## config.mk

```make
export PLATFORM = sky130hd
export DESIGN_NAME = sr_cmd_conditioner
export DESIGN_NICKNAME = d
export VERILOG_FILES = /design/src/rtl/sr_cmd_conditioner.sv
export SDC_FILE = /design/constraint.sdc
export NUM_CORES = 1
export LEC_CHECK = 0
export BUFFER_PORTS_ARGS = -buffer_cell sky130_fd_sc_hd__buf_4
export CORE_MARGIN = 5
export CORE_UTILIZATION = 35
export CTS_CLUSTER_DIAMETER = 60
export DETAILED_ROUTE_END_ITERATION = 12
export HOLD_SLACK_MARGIN = 0.02
export RECOVER_POWER = 25
export REMOVE_ABC_BUFFERS = 1
export SYNTH_ARGS = -nofsm -noshare
export SYNTH_HDL_FRONTEND = slang
export SYNTH_SLANG_ARGS = --single-unit
```

## constraint.sdc

```tcl
create_clock -name clk -period 1.6 [get_ports clk]
set_input_delay 0.32 -clock clk [delete_from_list [all_inputs] [get_ports clk]]
set_output_delay 0.32 -clock clk [all_outputs]
set_load 0.05 [all_outputs]
```

## src/rtl/sr_cmd_conditioner.sv

```systemverilog
// Purpose: synchronise, debounce and edge-detect raw set/clear lines, then arbitrate them into exclusive s/r pulses.
// Latency: raw line first sampled high at edge 1 -> s/r high after edge DEB_CYCLES+3, for exactly one cycle.
// Backpressure: none; rises seen while busy are discarded (dropped flag), simultaneous rises are refused (conflict flag).
module sr_cmd_conditioner #(
    parameter int DEB_CYCLES = 4,
    parameter int HOLDOFF    = 2
) (
    input  logic clk,
    input  logic rst_n,
    input  logic set_raw,
    input  logic clr_raw,
    output logic s,
    output logic r,
    output logic busy,
    output logic conflict,
    output logic dropped
);

    localparam int CW = (DEB_CYCLES > 0) ? $clog2(DEB_CYCLES + 1) : 1;
    localparam int HW = (HOLDOFF > 1) ? $clog2(HOLDOFF) : 1;
    localparam logic [CW-1:0] DEB_LAST  = CW'(DEB_CYCLES - 1);
    localparam logic [HW-1:0] HOLD_LOAD = (HOLDOFF > 0) ? HW'(HOLDOFF - 1) : '0;

    typedef enum logic [1:0] {IDLE, PULSE, HOLD} state_t;

    // Bit 0 is the set channel, bit 1 the clear channel.
    logic [1:0]    w_raw;
    logic [1:0]    r_sync1;
    logic [1:0]    r_sync2;
    logic [1:0]    r_deb;
    logic [1:0]    r_deb_d;
    logic [CW-1:0] r_cnt [2];
    logic [1:0]    w_rise;

    state_t        r_state;
    state_t        w_state_nxt;
    logic [HW-1:0] r_hold;
    logic [HW-1:0] w_hold_nxt;
    logic          r_s;
    logic          r_r;
    logic          r_conflict;
    logic          r_dropped;
    logic          w_s_nxt;
    logic          w_r_nxt;
    logic          w_conflict_nxt;
    logic          w_dropped_nxt;

    assign w_raw  = {clr_raw, set_raw};
    assign w_rise = r_deb & ~r_deb_d;

    always_ff @(posedge clk or negedge rst_n) begin
        if (!rst_n) begin
            r_sync1 <= '0;
            r_sync2 <= '0;
            r_deb   <= '0;
            r_deb_d <= '0;
            for (int i = 0; i < 2; i++) begin
                r_cnt[i] <= '0;
            end
        end else begin
            r_sync1 <= w_raw;
            r_sync2 <= r_sync1;
            r_deb_d <= r_deb;
            // A single agreeing sample restarts the count, so bounces shorter than DEB_CYCLES never flip the level.
            for (int i = 0; i < 2; i++) begin
                if (r_sync2[i] == r_deb[i]) begin
                    r_cnt[i] <= '0;
                end else if (r_cnt[i] == DEB_LAST) begin
                    r_deb[i] <= r_sync2[i];
                    r_cnt[i] <= '0;
                end else begin
                    r_cnt[i] <= r_cnt[i] + CW'(1);
                end
            end
        end
    end

    always_comb begin
        w_state_nxt    = r_state;
        w_hold_nxt     = r_hold;
        w_s_nxt        = 1'b0;
        w_r_nxt        = 1'b0;
        w_conflict_nxt = 1'b0;
        w_dropped_nxt  = 1'b0;
        case (r_state)
            IDLE: begin
                case (w_rise)
                    2'b01: begin
                        w_state_nxt = PULSE;
                        w_s_nxt     = 1'b1;
                    end
                    2'b10: begin
                        w_state_nxt = PULSE;
                        w_r_nxt     = 1'b1;
                    end
                    2'b11: begin
                        w_conflict_nxt = 1'b1;
                        w_state_nxt    = (HOLDOFF == 0) ? IDLE : HOLD;
                        w_hold_nxt     = HOLD_LOAD;
                    end
                    default: ;
                endcase
            end
            PULSE: begin
                w_dropped_nxt = |w_rise;
                w_state_nxt   = (HOLDOFF == 0) ? IDLE : HOLD;
                w_hold_nxt    = HOLD_LOAD;
            end
            HOLD: begin
                // The HOLD->IDLE edge still rejects, so a new request needs a full idle cycle.
                w_dropped_nxt = |w_rise;
                if (r_hold == '0) begin
                    w_state_nxt = IDLE;
                end else begin
                    w_hold_nxt = r_hold - HW'(1);
                end
            end
            default: begin
                w_state_nxt = IDLE;
            end
        endcase
    end

    always_ff @(posedge clk or negedge rst_n) begin
        if (!rst_n) begin
            r_state    <= IDLE;
            r_hold     <= '0;
            r_s        <= 1'b0;
            r_r        <= 1'b0;
            r_conflict <= 1'b0;
            r_dropped  <= 1'b0;
        end else begin
            r_state    <= w_state_nxt;
            r_hold     <= w_hold_nxt;
            r_s        <= w_s_nxt;
            r_r        <= w_r_nxt;
            r_conflict <= w_conflict_nxt;
            r_dropped  <= w_dropped_nxt;
        end
    end

    assign s        = r_s;
    assign r        = r_r;
    assign conflict = r_conflict;
    assign dropped  = r_dropped;
    assign busy     = (r_state != IDLE);

endmodule
```

# --- Word level (Yosys, flattened, before mapping) ---
# Cells that the tools add are included.
totals:
  word_cells: 59
  reg_bits: 21
  inputBits: 4
  output_inout_bits: 5
classes:
  bitwise_logic: 4
  addsub: 3
  n_reduce_logical: 10
  n_eq_ne: 12
  muxes: 17
op_table:
  columns: ["op", "n"]
  rows:
  - ["two-way mux 3 bit", 4]
  - ["two-way mux 1 bit", 9]
  - ["AND reduction 2 bit", 4]
  - ["adder 3 x 1 -> 3 bit (second input constant)", 2]
  - ["== test 2 bit (second input constant)", 3]
  - ["== test 3 x 2 -> 1 bit (second input constant)", 2]
  - ["case mux 2 bit (3 select lines)", 1]
  - ["OR reduction 2 bit", 3]
  - ["== test 2 x 1 -> 1 bit (second input constant)", 2]
  - ["case mux 2 bit (2 select lines)", 1]
  - ["inequality test 3 x 2 -> 1 bit (second input constant)", 1]
  - ["case mux 1 bit (3 select lines)", 1]
  - ["nonzero test 3 bit", 1]
  - ["bitwise AND 2 bit", 1]
  - ["== test 1 bit", 2]
  - ["logical NOT 2 bit", 1]
  - ["two-way mux 2 bit", 1]
  - ["inequality test 2 x 1 -> 1 bit (second input constant)", 1]
  - ["inequality test 2 bit (second input constant)", 1]
  - ["inverter 1 bit", 2]
  - ["inverter 2 bit", 1]
  - ["nonzero test 2 bit", 1]
  - ["subtractor 1 bit (second input constant)", 1]

# --- Longest topological paths before layout ---
logic_depth:
  ltp_word: 6
  ltp_mapped: 5
  ltp_nobuf: 5

# --- Least setup slack after synthesis ---
# Ideal clock, no wire load.
synth_timing:
  path_type: "flip-flop to output port"
  start: "reg r_state[0]"
  end: "out busy"
  path_stages_with_launch: 4
  required_time_ps: 1280
  setup_slack_ps: 342
  n_path_buf: 0
  arrival_ps: 938
  path_cell_list: "dfrtp_1 -> inv_1 -> ha_1 -> inv_1"
synth_between:
  elab_chain_cells: 1
synth_rtl:
  columns: ["item", "line", "text"]
  rows:
  - ["start, declared", "35", "state_t r_state;"]
  - ["start signal, assigned", "133", "r_state <= w_state_nxt;"]
  - ["nonzero test 2 bit", "146", "assign busy = (r_state != IDLE);"]
  - ["end, declared", "14", "output logic busy,"]
# No other way between the ends.

# --- Worst setup path after layout ---
layout_timing:
  start: "reg r_state[1]"
  end: "out busy"
# The elaborated chain is that of the path after synthesis.

==> PnR_summary.wiki <==
{| class="wikitable"
! Metric !! Value
|-
| FF-to-FF setup slack || between 200 and 250 ps
|-
| Total overflow reported by the global router || 0
|-
| Initial Utilization || 37.4%
|-
| Finish-stage setup viols || 0
|-
| Number of max-cap violations || 0
|-
| Number of cell instances on the worst register-to-register path || 4
|-
| Post-DP Area || approximately 930 um^2
|-
| Max transition margin || between 60 and 70%
|-
| Total routing resource utilization after global routing || a little under 8%
|-
| DR WL/cell || around 11 um
|-
| Launch instance of the worst min-delay path || clr_raw
|-
| Yosys synthesis warning count || 0
|-
| Placeable core region || between 0.002 and 0.0025 mm^2
|-
| Worst slack after detailed placement || about 240 ps
|-
| Non-filler instance count after layout || between 100 and 150
|-
| Crit Path Category || flip-flop to primary output
|-
| Post-Route Utilization || between 40% and 50%
|-
| Row cnt || 17
|-
| Endpoint, Worst Hold || r_sync1[1]$_DFF_PN0_
|-
| Most common cell on crit path || sky130_fd_sc_hd__inv_1
|-
| CTS tree || yes
|-
| Critical Path End Type || primary output
|-
| ANT nets after route || 0
|-
| Maximum fanout along the worst path || 3
|-
| Clock insertion delay at the later pin of the skew report || about 290 ps
|-
| Die width || between 50 and 60 um
|-
| Post-route standard cell area excluding fillers || roughly 990 um^2
|-
| Min-Delay Path Depth || 1
|-
| Maximum operating frequency || 0.667 GHz
|-
| Pin count of the biggest net entering global routing || 22
|-
| Clock transition at path regs || around 100 ps
|-
| Worst-case clock buffer depth || 2
|-
| Number of global-route vias before repair || a little under 500
|-
| Relative area change from synthesis to final layout || 17.2%
|-
| Cell chain of the critical path || inv_1 > ha_4 > inv_1 > buf_4
|-
| Diode insertion count for antenna repair || 0
|-
| Hold Worst Slack || 152 ps
|-
| Worst Slack Setup Final || 101 ps
|-
| Drc violations || 0
|-
| Power, Total || roughly 1.8 mW
|-
| Setup repair after global routing missed its margin || false
|-
| Register area share after synthesis || just over 60%
|-
| Wire length of the first global-routing pass || 2020 um
|-
| Total routed wirelength || roughly 1200 um
|-
| Commonest non-fill, non-tap cell in the layout || sky130_fd_sc_hd__dfrtp_1
|-
| Via-per-instance ratio || approximately 4.6
|-
| Critical path's slowest cell || sky130_fd_sc_hd__dfrtp_1
|-
| Peak supply drop || 833 uV
|-
| Min Tclk post-route || 1500 ps
|-
| Clock buffers created by TritonCTS || 3
|-
| Run status || finished clean
|-
| Post-Syn Area || about 840 um^2
|-
| Proportion of layout cells with a drive suffix above 1 || 25.0%
|-
| Proportion of register bits with asynchronous set or reset after synthesis || between 90% and 100%
|-
| Worst setup path startpoint || r_state[1]$_DFFE_PN0P_
|-
| Cell Pwr Density || roughly 1900 mW/mm^2
|-
| Final worst-path cycle share || between 90% and 100%
|-
| Synthesized area divided by synthesized cell count || 13.6 um^2
|-
| Least-Margin Pin Slew || approximately 490 ps
|-
| Static Leakage || ~0.47 nW
|-
| Register bit count reported by yosys || 21
|-
| Number of library cell types mapped by synthesis || 23
|-
| Count of flip-flops with a built-in enable after synthesis || 0
|-
| Startpoint types || flip-flop
|-
| Cell total after placement || a little under 100
|-
| Total number of clock tree sinks || 21
|-
| CTS Root Cell || sky130_fd_sc_hd__clkbuf_4
|-
| Synth Flop Type || sky130_fd_sc_hd__dfrtp_1
|-
| Critical register-to-register path endpoint || r_state[1]$_DFFE_PN0P_
|-
| I/O pin count || 9
|-
| Pins Over Slew Limit || 0
|-
| Detail Placement HPWL || 854 um
|-
| Hold crit path type || input pin to flip-flop
|-
| Total iterations of the first detailed-routing run || 3
|-
| Setup TNS after final layout || 0 ps
|-
| Final net count || 87
|-
| Highest-count cells in the layout ignoring fill and taps || 21 x sky130_fd_sc_hd__dfrtp_1, 7 x sky130_fd_sc_hd__buf_4, 5 x sky130_fd_sc_hd__ha_1, 5 x sky130_fd_sc_hd__clkbuf_4
|-
| Worst R2R Start || r_state[1]$_DFFE_PN0P_
|-
| Routed vias || 482
|-
| Number of instances in the synthesized netlist || 62
|-
| Final setup skew || roughly 0.57 ps
|-
| Iteration-0 DRC count of the detailed router || 3
|-
| Critical Path RT || ~1300 ps
|-
| H-Tree Depth || 1
|-
| Data arrival, critical path || approximately 1200 ps
|-
| Full die area || roughly 0.0035 mm^2
|-
| Count of port buffers added during placement || 8
|-
| Hold Vio Cnt, Final || 0
|-
| Routability Congestion || 0.847
|-
| Die height || 59.1 um
|-
| Number of antenna violations at the first check in global routing || 0
|-
| Delay of the slowest cell on the worst path || 390 ps
|}
==> power breakdown <==
part	internal, mW	switching [mW]	total, mW
logic	0.358	0.472	0.830
registers	0.687	0.0909	0.778
clock network	0.0969	0.138	0.235
total	1.14	0.700	1.84
==> cells in the mapped netlist, types with 2 or more instances <==
library cell / number / area [um^2]
sky130_fd_sc_hd__dfrtp_1: 21 / 526
sky130_fd_sc_hd__ha_1: 6 / 75.1
sky130_fd_sc_hd__inv_1: 5 / 18.8
sky130_fd_sc_hd__nor2b_1: 4 / 25.0
sky130_fd_sc_hd__nor3b_1: 3 / 22.5
sky130_fd_sc_hd__mux2_2: 2 / 22.5
sky130_fd_sc_hd__nand2_1: 2 / 7.51
sky130_fd_sc_hd__nor2_1: 2 / 7.51
sky130_fd_sc_hd__nor3_1: 2 / 10.0
sky130_fd_sc_hd__xnor2_1: 2 / 17.5
==> cells by family (layout without fill, tap and decap cells) <==
group | after synthesis | count (layout) | share of synthesized area, %
flip-flops | 21 | 21 | 62.3
AND/OR/NAND/NOR | 16 | 16 | 11.3
AO/OA/AOI/OAI | 7 | 7 | 6.68
adder cells (fa/ha/maj) | 6 | 6 | 8.90
buffers and inverters | 6 | 20 | 3.56
multiplexers | 4 | 4 | 5.19
XOR/XNOR | 2 | 2 | 2.08
==> worst max path at each step <==
stage	slack, ps	cells after the start	endpoint
CTS	2	4	busy
finish	100	4	busy
floorplan	340	3	busy
global route	10	4	busy
global placement	260	4	r_state[1]$_DFFE_PN0P_
detailed placement	240	5	r_hold$_DFFE_PN0P_
==> worst max-delay path, delay by kind of cell, from the launching register on <==
kind                     cells  cell delay [ps]
buffers and inverters        3              350
flip-flops                   1              390
adder cells (fa/ha/maj)      1              160
==> flip-flops by register name, summed over array words and instances, names as in the netlist, 2 cells and up <==
register  count
r_state       2
r_cnt         6
r_deb_d       2
r_sync2       2
r_deb         2
r_sync1       2
==> what timing repair did <==
| item | CTS | global route |
|---|---|---|
| setup endpoints to repair | 1 | 1 |
| setup buffers | 0 | 2 |
| resized for setup | 1 | 2 |
| hold buffers | 1 | 0 |
| hold endpoints to repair | 21 | 0 |
==> layer usage <==
| layer | share of wire, % | track usage, % |
|---|---|---|
| met1 | 42 | 8.56 |
| met4 | 1.1 | 1.94 |
| met2 | 51 | 13.1 |
| met3 | 5.3 | 3.92 |
| met5 | 0 | 0 |
==> final cells by class <==
class / count / area (um^2)
flip-flops and latches: 21 / 526
fillers: 219 / 1270
clock buffers: 4 / 26.3
multi-input cells: 35 / 300
repair buffers: 11 / 82.6
well taps: 28 / 35.0
inverters: 5 / 18.8
No activity file was read; power rests on OpenSTA's default activity.
